**src/rtl/jtframe_mc2_i2s.sv**
```systemverilog
// Philips I2S serialiser for the Multicore 2 audio DAC, clocked entirely from clk_sys.
// Optional master clock output enabled by defining JTFRAME_I2S_MCLK_EN.
module jtframe_mc2_i2s #(
  parameter int   BCLK_DIV   = 4,
  parameter logic SIGNED_SND = 1'b1
) (
  input  logic        clk_sys,
  input  logic        rst,
  input  logic [15:0] snd_left,
  input  logic [15:0] snd_right,
  output logic        sample_req,
  output logic        i2s_mclk,
  output logic        i2s_bclk,
  output logic        i2s_lrclk,
  output logic        i2s_data
);

  localparam int DW = (BCLK_DIV < 2) ? 1 : $clog2(BCLK_DIV);
  localparam logic [DW-1:0] DIV_TC = DW'(BCLK_DIV - 1);

  generate
    if (BCLK_DIV < 2) begin : g_bad_div
      $error("jtframe_mc2_i2s: BCLK_DIV must be >= 2");
    end
  endgenerate

  logic [DW-1:0] div;
  logic [5:0]    slot;
  logic [15:0]   sh_l, sh_r;

  logic          tc, fe, bit_nx;
  logic [5:0]    slot_nx;
  logic [4:0]    pos;
  logic [15:0]   word;

  function automatic logic [15:0] fmt(input logic [15:0] x);
    return SIGNED_SND ? x : {~x[15], x[14:0]};
  endfunction

  always_comb begin
    tc      = (div == DIV_TC);
    fe      = tc & i2s_bclk;
    slot_nx = slot + 6'd1;
    pos     = slot_nx[4:0];
    word    = slot_nx[5] ? sh_r : sh_l;
    bit_nx  = 1'b0;
    // p=0 is the Philips one-bit delay; p=17..31 pad the 32-bit slot with zeros
    if (pos >= 5'd1 && pos <= 5'd16)
      bit_nx = word[4'(5'd16 - pos)];
  end

  always_ff @(posedge clk_sys or posedge rst) begin
    if (rst) begin
      div      <= '0;
      i2s_bclk <= 1'b0;
    end else if (tc) begin
      div      <= '0;
      i2s_bclk <= ~i2s_bclk;
    end else begin
      div      <= div + 1'b1;
    end
  end

  always_ff @(posedge clk_sys or posedge rst) begin
    if (rst) begin
      slot       <= '0;
      i2s_lrclk  <= 1'b0;
      i2s_data   <= 1'b0;
      sample_req <= 1'b0;
      sh_l       <= '0;
      sh_r       <= '0;
    end else begin
      sample_req <= 1'b0;
      if (fe) begin
        slot      <= slot_nx;
        i2s_lrclk <= slot_nx[5];
        i2s_data  <= bit_nx;
        // both words latched together at frame start so a frame never mixes samples
        if (slot_nx == 6'd0) begin
          sh_l       <= fmt(snd_left);
          sh_r       <= fmt(snd_right);
          sample_req <= 1'b1;
        end
      end
    end
  end

`ifdef JTFRAME_I2S_MCLK_EN
  always_ff @(posedge clk_sys or posedge rst) begin
    if (rst) i2s_mclk <= 1'b0;
    else     i2s_mclk <= ~i2s_mclk;
  end
`else
  assign i2s_mclk = 1'b0;
`endif

endmodule
```
**config.mk**
```make
export PLATFORM = sky130hd
export DESIGN_NAME = jtframe_mc2_i2s
export DESIGN_NICKNAME = d
export VERILOG_FILES = /design/src/rtl/jtframe_mc2_i2s.sv
export SDC_FILE = /design/constraint.sdc
export NUM_CORES = 1
export LEC_CHECK = 0
export ABC_AREA = 1
export BUFFER_PORTS_ARGS = -buffer_cell sky130_fd_sc_hd__buf_4
export CORE_MARGIN = 5
export CORE_UTILIZATION = 55
export DETAILED_ROUTE_END_ITERATION = 16
export PLACE_DENSITY = 0.79
export SETUP_SLACK_MARGIN = 0.4
export SKIP_CTS_REPAIR_TIMING = 1
export SLEW_MARGIN = 20
export SYNTH_ARGS = -nofsm -noshare
export SYNTH_HDL_FRONTEND = slang
export SYNTH_SLANG_ARGS = --single-unit
```
**constraint.sdc**
```tcl
create_clock -name clk_sys -period 5.2 [get_ports clk_sys]
set_clock_uncertainty 0.1 [all_clocks]
set_input_delay 0.26 -clock clk_sys [delete_from_list [all_inputs] [get_ports clk_sys]]
set_output_delay 0.26 -clock clk_sys [all_outputs]
set_load 0.01 [all_outputs]
```
# --- After elaboration in Yosys (flattened, before gate mapping) ---
# Cells that the tools add are included.
classes:
  muxes: 7
  shifts: 0
  magnitude_cmp: 3
  eq_ne: 1
  multipliers: 0
  n_reduce_logical: 3
  add_sub_neg: 3
  n_bitwise: 2
  n_div: 0
op_table:
  columns: ["op", "n"]
  rows:
  - ["$mux W16", 1]
  - ["$add A6 B1 Y6 const B", 1]
  - ["$logic_not A6 Y1", 1]
  - ["$ge A5 B1 Y1 const B", 1]
  - ["$le A5 B5 Y1 const B", 1]
  - ["$lt A4 B5 Y1 const B", 1]
  - ["$bmux W1 S4", 1]
  - ["$mux W1", 4]
  - ["$sub A1 B4 Y4 const A", 1]
  - ["$add A2 B1 Y2 const B", 1]
  - ["$eq A2 B2 Y1 const B", 1]
  - ["$mux W2", 1]
  - ["$reduce_and A2 Y1", 1]
  - ["$and A1 B1 Y1", 1]
  - ["$logic_and A1 B1 Y1", 1]
  - ["$not A1 Y1", 1]
totals:
  mem_count: 0
  mem_bits_rw: 0
  word_cells: 27
  register_bits: 44
  latch_bits: 0
  input_bits: 34
  rom_bits: 0

# --- Depth between registers and ports, before layout ---
depth:
  ltp_word: 5
  mapped_depth: 14
  ltp_nobuf: 12

# --- Worst setup path after synthesis ---
# OpenSTA, ideal clock, no wires.
synth_path:
  kind: "register to register"
  start: "register slot[0]"
  end: "register i2s_data"
  arrival_ns: 1.664
  synth_period_minus_slack_ns: 1.881
  path_stages_with_launch: 9
  slack_ns: 3.319
  t_required_ns: 4.983
  n_path_buf: 0
  path_cell_list: "dfrtp_1 > inv_2 > ha_1 > nor2_1 > o21ai_0 > nor4_1 > nor3b_1 > nand3_1 > nand2_1"
synth_between:
  elab_chain_cells: 5
  elab_cells_between_ends: 9
  cone_classes: "2 x add/sub; 2 x order compare; 4 x mux; 1 x reduce/logical"
synth_rtl:
  columns: ["element", "line_no", "text"]
  rows:
  - ["from (decl)", "28", "logic [5:0] slot;"]
  - ["from (signal assigned)", "75", "slot <= slot_nx;"]
  - ["$add A6 B1 Y6 *", "43", "slot_nx = slot + 6'd1;"]
  - ["named net slot_nx[0]", "32", "logic [5:0] slot_nx;"]
  - ["$sub A1 B4 Y4", "49", "bit_nx = word[4'(5'd16 - pos)];"]
  - ["$bmux W1 S4", "49", null]
  - ["$mux W1 (not written as such)", "49", null]
  - ["$mux W1 *", "48", "if (pos >= 5'd1 && pos <= 5'd16)"]
  - ["to (signal assigned)", "77", "i2s_data <= bit_nx;"]
  - ["to (decl)", "15", "output logic i2s_data"]
# Mark *: on every way through the listed nets, which the timed path passes. The rest lies on a longest branch. The select of a mux whose other input is x is not followed.
# A chain may end at the register's enable or synchronous reset.

# --- Worst setup path after layout ---
layout_path:
  start: "register slot[0]"
  end: "register sh_r[7]"
layout_between:
  elab_chain_cells: 3
layout_rtl:
  columns: ["element", "line_no", "text"]
  rows:
  - ["$add A6 B1 Y6", "43", null]
  - ["$logic_not A6 Y1", "79", "if (slot_nx == 6'd0) begin"]
  - ["$reduce_and A2 Y1 (no line)", null, null]
  - ["to (signal assigned)", "81", "sh_r <= fmt(snd_right);"]
  - ["to (decl)", "29", "logic [15:0] sh_l, sh_r;"]
# Every way passes these cells.

==> run_summary.xml <==
<?xml version="1.0" encoding="UTF-8"?>
<metrics>
  <group name="synthesis">
    <metric name="syn-instance-count" unit="">281</metric>
    <metric name="netlist-cell-type-count" unit="">27</metric>
    <metric name="post-synth-top-area-cell" unit="">dfrtp_1</metric>
    <metric name="postSynthAreaPerCell" unit="um2">7.81</metric>
    <metric name="ys.warnings.count" unit="">0</metric>
    <metric name="synth_area" unit="um2">2200</metric>
    <metric name="synth_area_leaders" unit="">dfrtp_1, nand2_1, nand3_1</metric>
    <metric name="post-synth-top-area-fraction" unit="%">49.0</metric>
    <metric name="yosysSeqAreaShare" unit="%">49.0</metric>
    <metric name="syn-num-nets" unit="">318</metric>
    <metric name="synth_seq_cells" unit="">43</metric>
  </group>
  <group name="floorplan">
    <metric name="std_cell_rows" unit="">23</metric>
    <metric name="die_area" unit="um2">5360</metric>
    <metric name="ios" unit="">39</metric>
    <metric name="core_ar" unit="um2">3940</metric>
    <metric name="start_util" unit="%">55.7</metric>
    <metric name="fp.dieH" unit="um">73.2</metric>
    <metric name="fp.dieW" unit="um">73.2</metric>
  </group>
  <group name="clock_tree">
    <metric name="cts_tree" unit="">built</metric>
    <metric name="clk_path_buf_depth" unit="">2</metric>
    <metric name="cts-htree-levels" unit="">2</metric>
    <metric name="worst_skew_pair.late_latency" unit="ns">0.29</metric>
    <metric name="cts_made_buffers" unit="">5</metric>
    <metric name="cts_sinks" unit="">43</metric>
    <metric name="clock_tree.root_cell" unit="">clkbuf_8</metric>
    <metric name="clock_input_transition_at_the_sequential_cells_of_the_worst_setup_and_hold_paths" unit="ns">0.08</metric>
  </group>
  <group name="detailed_routing">
    <metric name="drt_first_iter_violations" unit="">129</metric>
    <metric name="first_pass_iters" unit="">4</metric>
    <metric name="via_count" unit="">1780</metric>
    <metric name="vias_per_cell" unit="">4.88</metric>
    <metric name="post-route-drc-count" unit="">0</metric>
    <metric name="wl" unit="mm">4.30</metric>
    <metric name="routed_wire_length_per_instance" unit="um">11.8</metric>
    <metric name="residual_antenna_violating_net_count_after_detailed_routing" unit="">0</metric>
  </group>
  <group name="timing">
    <metric name="report.final.setup_viol" unit="">0</metric>
    <metric name="actual_slew_at_the_worst_max_slew_pin" unit="ns">0.913</metric>
    <metric name="drv_slew" unit="">0</metric>
    <metric name="rsz_0062_raised_after_global_routing" unit="">false</metric>
    <metric name="timing.final.crit_period" unit="ns">3.12</metric>
    <metric name="finalHoldViolations" unit="">2</metric>
    <metric name="maximum_clock_frequency" unit="GHz">0.321</metric>
    <metric name="worst_slew_margin_rel" unit="%">39.0</metric>
    <metric name="hold_ws" unit="ns">-0.000202</metric>
    <metric name="setup_total_negative_slack" unit="ns">0</metric>
    <metric name="fin_crit_sh" unit="%">59.9</metric>
  </group>
  <group name="finish">
    <metric name="antennaDiodeCount" unit="">0</metric>
    <metric name="layout_commonest_cell" unit="">nand2_1</metric>
    <metric name="number_of_fillers_in_the_final_layout" unit="">343</metric>
    <metric name="fin_util" unit="%">64.9</metric>
    <metric name="most-common-layout-cells" unit="">nand2_1, dfrtp_1, buf_4</metric>
    <metric name="layout_cells_sized_above_1" unit="%">18.1</metric>
    <metric name="syn_to_final_growth" unit="%">16.5</metric>
    <metric name="finished_layout_cell_area" unit="um2">2560</metric>
    <metric name="finalNetCount" unit="">351</metric>
  </group>
  <group name="grt">
    <metric name="grt.overflow.total" unit="">0</metric>
    <metric name="grt_pass1_wl" unit="mm">7.64</metric>
    <metric name="maximum_number_of_pins_on_one_net_before_global_route_repair" unit="">44</metric>
    <metric name="number_of_antenna_violations_at_the_first_check_in_global_routing" unit="">0</metric>
    <metric name="number_of_global_route_vias_before_repair" unit="">1757</metric>
    <metric name="grt.total_usage" unit="%">18.2</metric>
  </group>
  <group name="power_and_ir_drop">
    <metric name="worst_ir_drop_vdd" unit="uV">214</metric>
    <metric name="power_frac_clock" unit="%">42.4</metric>
    <metric name="share_comb_of_total_power" unit="%">4.1</metric>
    <metric name="switchingPower" unit="W">0.000119</metric>
    <metric name="internal_power" unit="W">0.000505</metric>
    <metric name="part_of_the_power_in_registers" unit="%">53.5</metric>
    <metric name="power_density" unit="nW/um2">244</metric>
    <metric name="swShare" unit="%">19.0</metric>
    <metric name="total_leakage_power" unit="nW">1.36</metric>
  </group>
  <group name="critical_path">
    <metric name="crit_path_dat" unit="ns">3.17</metric>
    <metric name="startpoint_type" unit="">flop</metric>
    <metric name="crit_fanout" unit="">37</metric>
    <metric name="required_time_worst_endpoint" unit="ns">5.25</metric>
    <metric name="path_class" unit="">flop to flop</metric>
    <metric name="end_kind" unit="">flop</metric>
  </group>
  <group name="placement">
    <metric name="numPortBuffers" unit="">37</metric>
    <metric name="placedInstanceArea" unit="um2">2440</metric>
    <metric name="dp_hpwl" unit="mm">3.10</metric>
    <metric name="place_congestion" unit="">0.813</metric>
  </group>
  <group name="flow_run">
    <metric name="drv.max_cap_violation_count" unit="">0</metric>
  </group>
  <group name="outcome">
    <metric name="violated_checks" unit="">hold timing</metric>
    <metric name="outcome" unit="">finished with violations</metric>
  </group>
  <group name="worst_hold_path">
    <metric name="worstHoldPathType" unit="">input port to async pin</metric>
  </group>
</metrics>
[per-stage QoR]
| step | worst slack [ns] | std cells | total power, W |
|---|---|---|---|
| 2_1_floorplan | 3.32 | 281 | 0.000347 |
| 4_1_cts | 2.05 | 365 | 0.000628 |
| 5_1_grt | 1.73 | 365 | 0.000647 |
| 6_report | 2.08 | 365 | 0.000624 |
| 3_3_place_gp | 2.20 | 357 | 0.000367 |
| 3_5_place_dp | 2.06 | 357 | 0.000367 |
[routing by layer]
layer  GRT usage, %  vias up  share of wire, %
met2           29.4       41                47
met4           4.71        0              0.84
met3           4.13        5               4.7
li1               -      927                 -
met5              0        -                 0
met1           24.6      807                47
[final cells by class]
type	count	area (um2)	area share, %
clock inverter	2	35.0	1.37
multi-input combinational	205	938	36.7
sequential	43	1080	42.1
tap	50	62.6	2.44
timing repair buffer	38	285	11.1
inverter	21	78.8	3.08
clock buffer	6	82.6	3.23
[synthesized netlist by cell type (all sizes together)]
cell type / count
a211oi: 1
a21oi: 5
buf: 11
clkbuf: 1
conb: 1
dfrtp: 43
ha: 3
inv: 21
nand2: 139
nand3: 22
nor2: 11
nor3: 1
nor3b: 1
nor4: 1
o21ai: 13
o21bai: 1
o31ai: 1
xor2: 5
[kinds of logic after synthesis]
family	synth area share [%]
DFF	49.0
AOI/OAI and AO/OA	5.64
other	0.171
and+or+nand+nor	32.9
adders and majority gates	1.71
buffers and inverters	8.26
xor gates and xnor gates	2.34
[critical path, stage by stage, from the launching register on]
cell	delay [ns]
dfrtp_1	0.64
ha_1	0.25
nand2_1	0.07
inv_2	0.09
nand2_1	0.06
xor2_1	0.29
nor3_2	0.08
nand2_1	0.68
inv_2	0.48
nand2_1	0.15
o21ai_0	0.08
[flip-flops by register name (all words and copies together), names as in the netlist]
signal      count
sh_l           16
i2s_bclk        1
slot            5
i2s_lrclk       1
sh_r           16
sample_req      1
i2s_data        1
div             2
[path summary, 6_finish.rpt]
kind / cells past startpoint / slack (ns) / endpoint / from
hold / removal: 3 / -0.0002 / sh_r[15] / rst
min in group clk_sys: 3 / 0.06 / sh_r[6] / snd_right[6]
max in group asynchronous: 3 / 4.64 / sh_l[13] / rst
setup / recovery: 10 / 2.08 / sh_r[7] / slot[0]
setup reg to reg: 10 / 2.08 / sh_r[7] / slot[0]
hold reg to reg: 1 / 0.34 / div[0] / div[0]
[power groups by stage]
stage               clock [W]  sequential [W]  combinational (W)
floorplan                   0        0.000341         0.00000578
global placement            0        0.000341          0.0000260
detailed placement          0        0.000341          0.0000261
CTS                  0.000268        0.000334          0.0000261
global route         0.000284        0.000334          0.0000286
finish               0.000265        0.000334          0.0000254
No activity file was read; power rests on OpenSTA's default activity.
